===== src/rtl/ram_n.sv =====
// Parameterised single-port RAM with combinational read and a post-reset clear sweep.
// Define RAM_PARITY_EN to store a per-word even-parity bit with error injection and checking.
module ram_n #(
  parameter int WIDTH  = 16,
  parameter int DEPTH  = 8,
  parameter int ADDR_W = 3
) (
  input  logic              clk,
  input  logic              rst_n,
  input  logic [WIDTH-1:0]  in,
  input  logic              load,
  input  logic [ADDR_W-1:0] address,
`ifdef RAM_PARITY_EN
  input  logic              inject,
  output logic              parity_err,
`endif
  output logic [WIDTH-1:0]  out,
  output logic              busy
);

  typedef enum logic {S_CLEAR, S_IDLE} state_t;

  state_t             r_state, w_state_nxt;
  logic [ADDR_W-1:0]  r_clr_ptr, w_clr_ptr_nxt;
  logic [WIDTH-1:0]   r_mem [DEPTH];
  logic               w_in_range;
  logic [ADDR_W-1:0]  w_idx;
  logic               w_wr;

  always_ff @(posedge clk) begin
    if (!rst_n) begin
      r_state   <= S_CLEAR;
      r_clr_ptr <= '0;
    end else begin
      r_state   <= w_state_nxt;
      r_clr_ptr <= w_clr_ptr_nxt;
    end
  end

  always_comb begin
    w_state_nxt   = r_state;
    w_clr_ptr_nxt = r_clr_ptr;
    case (r_state)
      S_CLEAR: begin
        if (r_clr_ptr == ADDR_W'(DEPTH - 1)) w_state_nxt   = S_IDLE;
        else                                 w_clr_ptr_nxt = r_clr_ptr + ADDR_W'(1);
      end
      default: ;
    endcase
  end

  // Non-power-of-two depths leave a hole in the address space; it neither reads nor writes.
  assign w_in_range = (32'(address) < DEPTH);
  assign w_idx      = w_in_range ? address : '0;
  assign busy       = (r_state == S_CLEAR);
  assign w_wr       = (r_state == S_IDLE) && load && w_in_range;

  always_ff @(posedge clk) begin
    if (rst_n) begin
      if (r_state == S_CLEAR) r_mem[r_clr_ptr] <= '0;
      else if (w_wr)          r_mem[w_idx]     <= in;
    end
  end

  assign out = (busy || !w_in_range) ? '0 : r_mem[w_idx];

`ifdef RAM_PARITY_EN
  logic r_par [DEPTH];

  always_ff @(posedge clk) begin
    if (rst_n) begin
      if (r_state == S_CLEAR) r_par[r_clr_ptr] <= 1'b0;
      else if (w_wr)          r_par[w_idx]     <= (^in) ^ inject;
    end
  end

  assign parity_err = !busy && w_in_range && ((^r_mem[w_idx]) != r_par[w_idx]);
`endif

endmodule


===== config.mk =====
export PLATFORM = sky130hd
export DESIGN_NAME = ram_n
export DESIGN_NICKNAME = d
export VERILOG_FILES = /design/src/rtl/ram_n.sv
export SDC_FILE = /design/constraint.sdc
export NUM_CORES = 1
export LEC_CHECK = 0
export CAP_MARGIN = 20
export CELL_PAD_IN_SITES_DETAIL_PLACEMENT = 0
export CELL_PAD_IN_SITES_GLOBAL_PLACEMENT = 2
export CORE_MARGIN = 2
export CORE_UTILIZATION = 48
export CTS_CLUSTER_SIZE = 8
export DETAILED_ROUTE_END_ITERATION = 6
export MAX_ROUTING_LAYER = met4
export PLACE_DENSITY_LB_ADDON = 0.1
export SYNTH_ARGS = -nofsm -noshare
export SYNTH_HDL_FRONTEND = slang
export SYNTH_SLANG_ARGS = --single-unit

===== constraint.sdc =====
create_clock -name clk -period 5.2 [get_ports clk]
set_input_delay 1.3 -clock clk [delete_from_list [all_inputs] [get_ports clk]]
set_output_delay 1.3 -clock clk [all_outputs]
set_load 0.02 [all_outputs]

After elaboration in Yosys (flattened, before gate mapping):

Memory sizes are Yosys's and may differ from the RTL's.
Index checks and enable logic that the tools add are counted.

* muxes and demuxes: 13
* add/sub/neg operators: 1
* reductions and logical operators: 3
* bitwise logic cells: 2
* equality and inequality tests: 1

Operators with widths (count)
* 16-bit 2-to-1 mux: 2
* 16-bit OR reduction: 1
* 1-bit 2-to-1 mux: 10
* 3-bit by 1-bit adder with 3-bit output, second input constant: 1
* 3-bit == test, second input constant: 1
* 3-bit 2-to-1 mux: 1
* 1-bit NOT: 2
* 2-bit AND reduction: 1
* 1-bit logical AND: 1

* memory bits (writable): 128
* bits of input ports: 22
* flip-flop bits (word level): 4
* memories kept: 1
* logic and storage cells: 23

Memory list
* r_mem: words 8, width 16, rd ports 1, clocked after Yosys merged registers in 0, write ports 1, line 25 `logic [WIDTH-1:0] r_mem [DEPTH];`

Longest topological paths before layout:

* depth in word-level cells: 7
* depth in mapped cells: 5
* gate-level depth less buffers: 5

Worst setup path before layout:

Ideal clock, no wire load.

* kind: input-to-output
* start point: input port address[1]
* end point: output port out[5]
* slack: 1579 ps
* cell stages on the path: 5
* required time: 3900 ps
* arrival time: 2321 ps
* buffers on the path: 2
* cells stage by stage: buf_6 -> buf_8 -> mux4_2 -> mux2i_1 -> nor2_1

* word-level cells in the longest chain between the ends: 2

RTL lines
* from (decl): line 12 `input logic [ADDR_W-1:0] address,`
* memory read 8 x 16 bit
* 16-bit 2-to-1 mux: line 65 `assign out = (busy || !w_in_range) ? '0 : r_mem[w_idx];`
* to (decl): line 17 `output logic [WIDTH-1:0] out,`

No other way between the ends.

Final worst setup path:

* start point: input port address[2]
* end point: output port out[14]

The elaborated chain is that of the path after synthesis.

==> flow_metrics.py <==
metrics = {
    "cells_and_area": {
        "area_growth_pct": 22.2,
        "nets": 347,
        "diodes": 0,
        "final_layout_size_suffix_gt1_frac": 0.217,
        "post-route-util": 0.600,
        "final_area_mm2": 0.00651,
        "nFillCells": 815,
    },
    "die": {
        "die-area_mm2": 0.0120,
        "boundaryPins": 39,
        "die_y_um": 109,
        "design.core.area_mm2": 0.0108,
        "std_cell_rows": 38,
        "die_width_um": 109,
        "initial_core_util": 0.491,
    },
    "power_and_ir_drop": {
        "p_sw_frac": 0.201,
        "cellLeakagePower_nw": 2.07,
        "p_switching_uw": 514,
        "clock_power_share": 0.478,
        "p_comb_frac": 0.050,
        "power.internal_mw": 2.04,
        "total_power_mw": 2.56,
        "power.density_mw_per_mm2": 393,
        "seq_power_share": 0.472,
        "ir_drop_mv": 0.233,
    },
    "global_route": {
        "globalRoute.totalOverflow": 0,
        "antenna_found_initial": 0,
        "grt_pass1_wl_um": 14900,
        "grt_pass1_vias": 2671,
        "track_usage": 0.187,
        "grt_max_degree": 37,
    },
    "synthesis": {
        "synth-edff-count": 128,
        "syn-cell-area_mm2": 0.00533,
        "ys_types": 23,
        "synthCells": 265,
        "ys_seq_area_frac": 0.737,
        "ys_top_cells_by_area": "edfxtp_1 (72%), mux4_2 (11%), mux2i_1 (3.6%)",
        "yosysTopAreaCell": "edfxtp_1",
        "synthFlopType": "edfxtp_1",
        "yosysTopAreaCellShare": 0.722,
        "syn_avg_cell_area_um2": 20.1,
        "synth-warning-count": 0,
        "yosysMostFrequentCell": "edfxtp_1",
        "synthTopCellsByCount": "edfxtp_1 (128), nor2_1 (28), mux4_2 (27)",
        "synthesis.nets": 289,
        "async_reset_ff_frac": 0,
        "ys_ff_latch": 132,
    },
    "timing": {
        "timing.final.crit_period_ns": 4.62,
        "fin_crit_sh": 0.888,
        "setup_violations": 0,
        "worstMarginPinSlew_ns": 0.741,
        "rsz0062_at_grt": "no",
        "slew-limit-headroom": 0.503,
        "slew_viol_final": 0,
        "hold_viol": 0,
        "tns_ns": 0,
        "fmax_mhz": 217,
        "holdWs_ns": 0.568,
        "clock_skew_ns": 0.0101,
    },
    "clock_tree": {
        "cts_buffer_depth": 2,
        "cts-htree-levels": 4,
        "cts_resized": 0,
        "clkTransAtPathRegs_ns": 0.06,
        "insertion_delay_ns": 0.51,
        "clk_root_buffer_cell": "clkbuf_8",
        "cts_buffers": 17,
        "clkSinkCount": 132,
        "cts_tree": "done",
        "cts_setup_buffers": 0,
        "hold_buffers": 0,
    },
    "hold_path": {
        "hold_path.class": "flop to flop",
    },
    "routing": {
        "postRouteAntennaNets": 0,
        "drc": 0,
        "num_vias": 2544,
        "first_pass_iters": 5,
        "drt_iter0_markers": 159,
        "drt_wl_total_um": 9840,
        "wire_per_inst_um": 20.7,
        "vias_per_cell": 5.34,
    },
    "setup_path": {
        "cp_data_arrival_time_ns": 3.32,
        "end_kind": "output pin",
        "path_delay_family": "buffers and inverters",
        "path_cells": "clkdlybuf4s50_1 > buf_4 > mux4_2 > mux2i_1 > nor2_1 > clkdlybuf4s50_1",
        "cp_slowest_cell": "clkdlybuf4s50_1",
        "critPathKind": "input port to output pin",
        "startpoint_type": "input port",
        "crit_path_max_fanout": 14,
        "required_ns": 3.90,
        "worst-path-buf-inv": 3,
        "max_stage_delay_ns": 0.57,
        "crit_top_cell": "clkdlybuf4s50_1",
    },
    "placed_design": {
        "dp_hpwl_um": 5770,
        "io_buffers": 38,
        "gp_congestion": 0.682,
        "post_dp_cell_area_mm2": 0.00589,
    },
    "run_status": {
        "status": "completed",
    },
    "job": {
        "drv_cap": 0,
    },
}
[per-stage QoR]
| stage | std cells | setup slack [ns] |
|---|---|---|
| 2_1_floorplan | 265 | 1.58 |
| 3_3_place_gp | 444 | 0.558 |
| 3_5_place_dp | 444 | 0.572 |
| 4_1_cts | 476 | 0.567 |
| 5_1_grt | 476 | 0.474 |
| 6_report | 476 | 0.585 |
[flip-flops by register name, summed over array words and instances, names as in the netlist]
signal,cells
r_clr_ptr,3
r_state,1
r_mem,128
[per-layer routing]
| layer | up-vias | share of wire | global-route usage |
|---|---|---|---|
| li1 | 1181 | - | - |
| met1 | 1310 | 0.42 | 0.229 |
| met2 | 45 | 0.53 | 0.310 |
| met3 | 8 | 0.034 | 0.0468 |
| met4 | 0 | 0.0085 | 0.0597 |
| met5 | - | 0 | - |
[logic make-up after synthesis]
logic type               Yosys count  share of synthesized area
AO/OA/AOI/OAI                      6                    0.00658
XOR/XNOR                           1                    0.00165
adder cells (fa/ha/maj)            2                    0.00470
buffers and inverters             14                     0.0200
flip-flops                       132                      0.737
multiplexers                      52                      0.177
AND/OR/NAND/NOR                   58                     0.0536
[worst reg2reg max path: stages, from the launching register on]
cell	delay, ns
dfxtp_1	0.45
and3_1	0.48
mux2_2	0.41
nor2_1	0.49
buf_4	0.36
[power groups by stage]
stage / registers (mW) / logic [mW] / clock network (mW)
after global routing: 1.21 / 0.141 / 1.28
after global placement: 1.23 / 0.131 / 0
after detailed placement: 1.23 / 0.133 / 0
after CTS: 1.21 / 0.133 / 1.24
after floorplan: 1.22 / 0.0867 / 0
final: 1.21 / 0.129 / 1.22
[cell type report]
type | instances | area (um^2) | area share
Clock inverter | 15 | 204 | 0.0313
Multi-Input combinational cell | 119 | 1290 | 0.199
Timing Repair Buffer | 52 | 493 | 0.0757
Inverter | 1 | 3.75 | 0.000577
Clock buffer | 17 | 414 | 0.0636
Sequential cell | 132 | 3920 | 0.603
Tap cell | 140 | 175 | 0.0269
[path summary, 6_finish.rpt]
check                             startpoint            to  slack, ns  cells past startpoint
worst max-delay path              address[2]       out[14]       0.58                      6
worst min-delay path            r_clr_ptr[2]  r_clr_ptr[2]       0.57                      2
worst max register to register       r_state   r_mem[6][0]       2.69                      4
worst min register to register  r_clr_ptr[2]  r_clr_ptr[2]       0.57                      2
[placed cells by master (no fill, tap or decap), types with 2 or more instances in the layout]
cell type,n
clkdlybuf4s50_1,37
mux4_1,5
clkinv_1,3
bufinv_16,4
a21boi_0,2
nor2b_1,6
nor2_1,28
and3_1,2
buf_4,13
ha_1,2
clkinvlp_4,2
mux2i_1,19
and2_1,17
edfxtp_1,128
dfxtp_1,4
mux4_2,27
clkinv_4,4
inv_6,3
clkbuf_16,16
o21ai_0,4
nand2_1,4
Power figures use the tool's default switching activity.
